**config.mk**
```make
export PLATFORM = sky130hd
export DESIGN_NAME = sum_frame_accumulator
export DESIGN_NICKNAME = d
export VERILOG_FILES = /design/src/rtl/sum_acc_pkg.sv /design/src/rtl/sum_acc_add.sv /design/src/rtl/sum_frame_accumulator.sv
export SDC_FILE = /design/constraint.sdc
export NUM_CORES = 1
export LEC_CHECK = 0
export ABC_CLOCK_PERIOD_IN_PS = 2200
export CAP_MARGIN = 40
export CORE_ASPECT_RATIO = 1.4
export CORE_MARGIN = 2
export CORE_UTILIZATION = 45
export DETAILED_ROUTE_END_ITERATION = 12
export PLACE_DENSITY = 0.74
export SYNTH_ARGS = -nofsm -noshare
export SYNTH_HDL_FRONTEND = slang
export SYNTH_SLANG_ARGS = --single-unit
```
**constraint.sdc**
```tcl
create_clock -name clk -period 2.2 [get_ports clk]
set_input_delay 0.44 -clock clk [delete_from_list [all_inputs] [get_ports clk]]
set_output_delay 0.44 -clock clk [all_outputs]
set_load 0.02 [all_outputs]
```
**src/rtl/sum_acc_pkg.sv**
```systemverilog
// Shared types and default sizes for the adder-result frame accumulator.
package sum_acc_pkg;

  typedef enum logic {
    ACCUM = 1'b0,
    DONE  = 1'b1
  } state_t;

  localparam int N_DEF     = 16;
  localparam int W_DEF     = 24;
  localparam int COUNT_DEF = 8;

endpackage

```
**src/rtl/sum_acc_add.sv**
```systemverilog
// Combinational W-bit adder with carry-out detect.
// Optional macro SUM_ACC_SATURATE_EN clamps the result to all-ones on carry-out.
module sum_acc_add #(
  parameter int W = 24
) (
  input  logic [W-1:0] a,
  input  logic [W-1:0] b,
  output logic [W-1:0] sum,
  output logic         carry
);

  logic [W:0] full;

  assign full  = {1'b0, a} + {1'b0, b};
  assign carry = full[W];

`ifdef SUM_ACC_SATURATE_EN
  // A saturated total plus any nonzero operand carries again, so it stays pinned.
  assign sum = carry ? {W{1'b1}} : full[W-1:0];
`else
  assign sum = full[W-1:0];
`endif

endmodule

```
**src/rtl/sum_frame_accumulator.sv**
```systemverilog
// Accumulates COUNT adder result words {cout, sum} into a W-bit frame total.
// Optional macro SUM_ACC_SATURATE_EN selects saturating instead of wrapping overflow.
module sum_frame_accumulator
  import sum_acc_pkg::*;
#(
  parameter int N     = N_DEF,
  parameter int W     = W_DEF,
  parameter int COUNT = COUNT_DEF,
  localparam int CW   = $clog2(COUNT + 1)
) (
  input  logic          clk,
  input  logic          rst_n,
  input  logic          clear,
  input  logic          in_valid,
  output logic          in_ready,
  input  logic [N-1:0]  in_sum,
  input  logic          in_cout,
  output logic          out_valid,
  input  logic          out_ready,
  output logic [W-1:0]  out_acc,
  output logic          out_ovf,
  output logic [CW-1:0] out_cnt
);

  state_t        state_reg, state_next;
  logic [W-1:0]  acc_reg, acc_next;
  logic [CW-1:0] cnt_reg, cnt_next;
  logic          ovf_reg, ovf_next;

  logic [W-1:0]  operand;
  logic [W-1:0]  add_sum;
  logic          add_carry;

  assign operand = W'({in_cout, in_sum});

  sum_acc_add #(.W(W)) u_add (
    .a     (acc_reg),
    .b     (operand),
    .sum   (add_sum),
    .carry (add_carry)
  );

  always_ff @(posedge clk or negedge rst_n) begin
    if (!rst_n) begin
      state_reg <= ACCUM;
      acc_reg   <= '0;
      cnt_reg   <= '0;
      ovf_reg   <= 1'b0;
    end else begin
      state_reg <= state_next;
      acc_reg   <= acc_next;
      cnt_reg   <= cnt_next;
      ovf_reg   <= ovf_next;
    end
  end

  // clear overrides both handshakes, including discarding a finished frame.
  always_comb begin
    state_next = state_reg;
    acc_next   = acc_reg;
    cnt_next   = cnt_reg;
    ovf_next   = ovf_reg;
    if (clear) begin
      state_next = ACCUM;
      acc_next   = '0;
      cnt_next   = '0;
      ovf_next   = 1'b0;
    end else begin
      case (state_reg)
        ACCUM: begin
          if (in_valid) begin
            acc_next = add_sum;
            ovf_next = ovf_reg | add_carry;
            cnt_next = cnt_reg + CW'(1);
            if (cnt_reg == CW'(COUNT - 1)) begin
              state_next = DONE;
            end
          end
        end
        DONE: begin
          if (out_ready) begin
            state_next = ACCUM;
            acc_next   = '0;
            cnt_next   = '0;
            ovf_next   = 1'b0;
          end
        end
        default: state_next = ACCUM;
      endcase
    end
  end

  assign in_ready  = (state_reg == ACCUM);
  assign out_valid = (state_reg == DONE);
  assign out_acc   = acc_reg;
  assign out_ovf   = ovf_reg;
  assign out_cnt   = cnt_reg;

endmodule

```
==> flow_summary.json <==
{
  "synth_flop_cell": "sky130_fd_sc_hd__dfrtp_1",
  "async_flop_share_pct": 100,
  "critical_path.cell_chain": "dlygate4sd2_1, ha_4, fa_2, a211oi_2, o21bai_1, a221o_1, o211ai_2, a211oi_1, mux2i_1",
  "filler_cell_count": 308,
  "worst-endpoint-arrival_ns": 2.44,
  "grt_antenna_before_repair": 0,
  "leakage_uw": 0.00155,
  "flow.area_growth_from_synthesis_pct": 67.4,
  "grt_remaining_overflow": 0,
  "syn_avg_cell_area_um2": 9.30,
  "slew-limit-headroom_pct": 63.7,
  "clkSlewWorstSetupHoldPaths_ns": 0.07,
  "vdd_drop_max_v": 0.000386,
  "gp_routability_congestion": 0.877,
  "power.density_cell_area_nw_per_um2": 653,
  "yosys_warnings": 0,
  "synth_top_cell_by_area": "sky130_fd_sc_hd__dfrtp_1",
  "fp-row-count": 29,
  "vias_per_cell": 5.47,
  "critPathKind": "input pin to flop",
  "finalMaxSlewViolations": 0,
  "grt_pass1_wl_mm": 9.88,
  "die_height_um": 85.1,
  "ys_seq_area_share_pct": 35.5,
  "numPortBuffers": 52,
  "min-delay-path-class": "input pin to async pin",
  "cts_bufs_inserted": 5,
  "failing_checks": "setup timing",
  "net_count_synth": 268,
  "antenna_cells": 0,
  "timing.fmax_mhz": 439,
  "synthesis.area_um2": 2110,
  "timing.final.setup_violations": 7,
  "final_hold_viol_count": 0,
  "cts_num_sinks": 30,
  "final.setup.worst_slack_ns": -0.0770,
  "post-synth-top-area-fraction_pct": 35.5,
  "timing.final.crit_share_pct": 104,
  "synth_cell_types": 54,
  "number_of_enable_type_register_cells_in_the_synthesized_netlist": 0,
  "overall_die_area_um2": 5270,
  "crit_required_ns": 2.36,
  "postRouteAntennaNets": 0,
  "layout_commonest_cell": "sky130_fd_sc_hd__buf_4",
  "run_status": "finished with violations",
  "ctsHtreeMaxLevel": 2,
  "worst_clock_skew_ns": 0.00513,
  "whs_ns": 0.506,
  "largest_net_degree_at_the_start_of_global_routing": 30,
  "placed_instance_area_um2": 3150,
  "postRouteWirelength_mm": 6.53,
  "grt_setup_unrepaired": "yes",
  "seq_cells_post_synth": 30,
  "grtUsageTotal_pct": 24.9,
  "hold_buffers": 0,
  "crit_path_start_kind": "input pin",
  "slowest_stage": "sky130_fd_sc_hd__a221o_1",
  "wl_per_cell_um": 16.1,
  "maxcap_violations": 0,
  "cts_tree": "yes",
  "core_area_um2": 4540,
  "layout_cells_sized_above_1_pct": 33.4,
  "cts_max_path_buffers": 2,
  "detail_route.iter0.violations": 95,
  "place_hpwl_mm": 4.54,
  "drcViolationCount": 0,
  "final_cell_mix": "sky130_fd_sc_hd__buf_4, sky130_fd_sc_hd__clkdlybuf4s50_1, sky130_fd_sc_hd__nand2_1",
  "final_cell_area_um2": 3530,
  "syn-instance-count": 227,
  "worstPathMaxFanout": 4,
  "drtPass1Iterations": 4,
  "fp.dieW_um": 61.9,
  "worst_setup_slack_before_clock_tree_synthesis_ns": -0.576,
  "worstSetupEndpointType": "flop",
  "route.vias.total": 2221,
  "setup-tns-final_ns": -0.308,
  "worstMarginPinSlew_ns": 0.543,
  "clk-insertion-delay-late_ns": 0.29,
  "totalPowerFinal_uw": 2310,
  "top_level_port_count": 53,
  "synth.area.top_cells": "sky130_fd_sc_hd__dfrtp_1, sky130_fd_sc_hd__ha_1, sky130_fd_sc_hd__nand2_1",
  "first_global_vias": 2225,
  "clk_root_buffer_cell": "sky130_fd_sc_hd__clkbuf_8",
  "initial_core_util_pct": 46.6,
  "design.final.nets": 384,
  "critPathMaxStageDelay_ns": 0.37,
  "fin_crit_ns": 2.28
}
cells by family (layout without fill, tap and decap cells):
| family | Yosys count | count (layout) | synth area share [%] |
|---|---|---|---|
| flops | 30 | 30 | 35.5 |
| compound gates | 85 | 85 | 27.8 |
| simple gates | 71 | 71 | 16.8 |
| buf+inv | 7 | 124 | 1.60 |
| mux | 6 | 6 | 2.90 |
| fa+ha+maj | 19 | 19 | 11.6 |
| xor+xnor | 9 | 9 | 3.73 |
path summary, 6_finish.rpt:
kind	to	slack [ns]	cells past startpoint	from
worst min-delay path	out_acc[3]	0.51	1	rst_n
worst min register to register	out_acc[13]	0.56	2	out_acc[13]
worst max-delay path	out_acc[20]	-0.08	9	in_sum[0]
min in group clk	out_acc[13]	0.56	2	out_acc[13]
max in group asynchronous	out_acc[11]	1.08	2	rst_n
worst max register to register	out_acc[20]	-0.08	8	out_acc[0]
where the power goes:
group | switching [uW] | internal, uW
registers | 68.5 | 604
clock network | 221 | 316
logic | 507 | 592
total | 797 | 1510
final cells by class:
class / count / area [um2] / area share (%)
tap: 62 / 77.6 / 2.19
clock buffer: 8 / 110 / 3.12
timing repair buffer: 115 / 1010 / 28.5
sequential: 30 / 753 / 21.3
inverter: 1 / 3.75 / 0.106
multi-input combinational: 190 / 1580 / 44.8
routing by layer:
layer	global-route usage (%)	share of wire [%]	up-vias
li1	-	-	1076
met2	43.5	55	48
met4	9.09	2.1	0
met3	5.03	2.9	13
met1	28.8	40	1084
met5	0	0	-
flip-flops by register name, indices dropped and copies added (netlist names):
signal / flops
out_cnt: 4
out_valid: 1
out_acc: 24
out_ovf: 1
Yosys cell counts, drive strengths merged, types with 6 or more instances:
cell type	n
a21oi	17
nand3	6
nor2	9
o21a	6
nand2b	6
ha	18
dfrtp	30
nand2	33
o21ai	27
worst max-delay path, delay by kind of cell:
family | cells | cell delay, ns
AOI/OAI and AO/OA | 5 | 1.07
adders and majority gates | 2 | 0.52
buffers and inverters | 1 | 0.26
muxes | 1 | 0.13
repair_timing:
action / CTS / global route
endpoints found under the setup margin: 17 / 14
pin swaps: 26 / 13
gates resized for setup: 31 / 22
setup buffers: 1 / 4
hold endpoints to repair: 0 / 0
metrics by stage:
| step | util (%) | std cells |
|---|---|---|
| after global routing | 77.9 | 406 |
| after global placement | 69.5 | 394 |
| after CTS | 74.6 | 402 |
| after detailed placement | 69.5 | 394 |
| after floorplan | - | 227 |
| final | 77.9 | 406 |
Power figures use the tool's default switching activity.
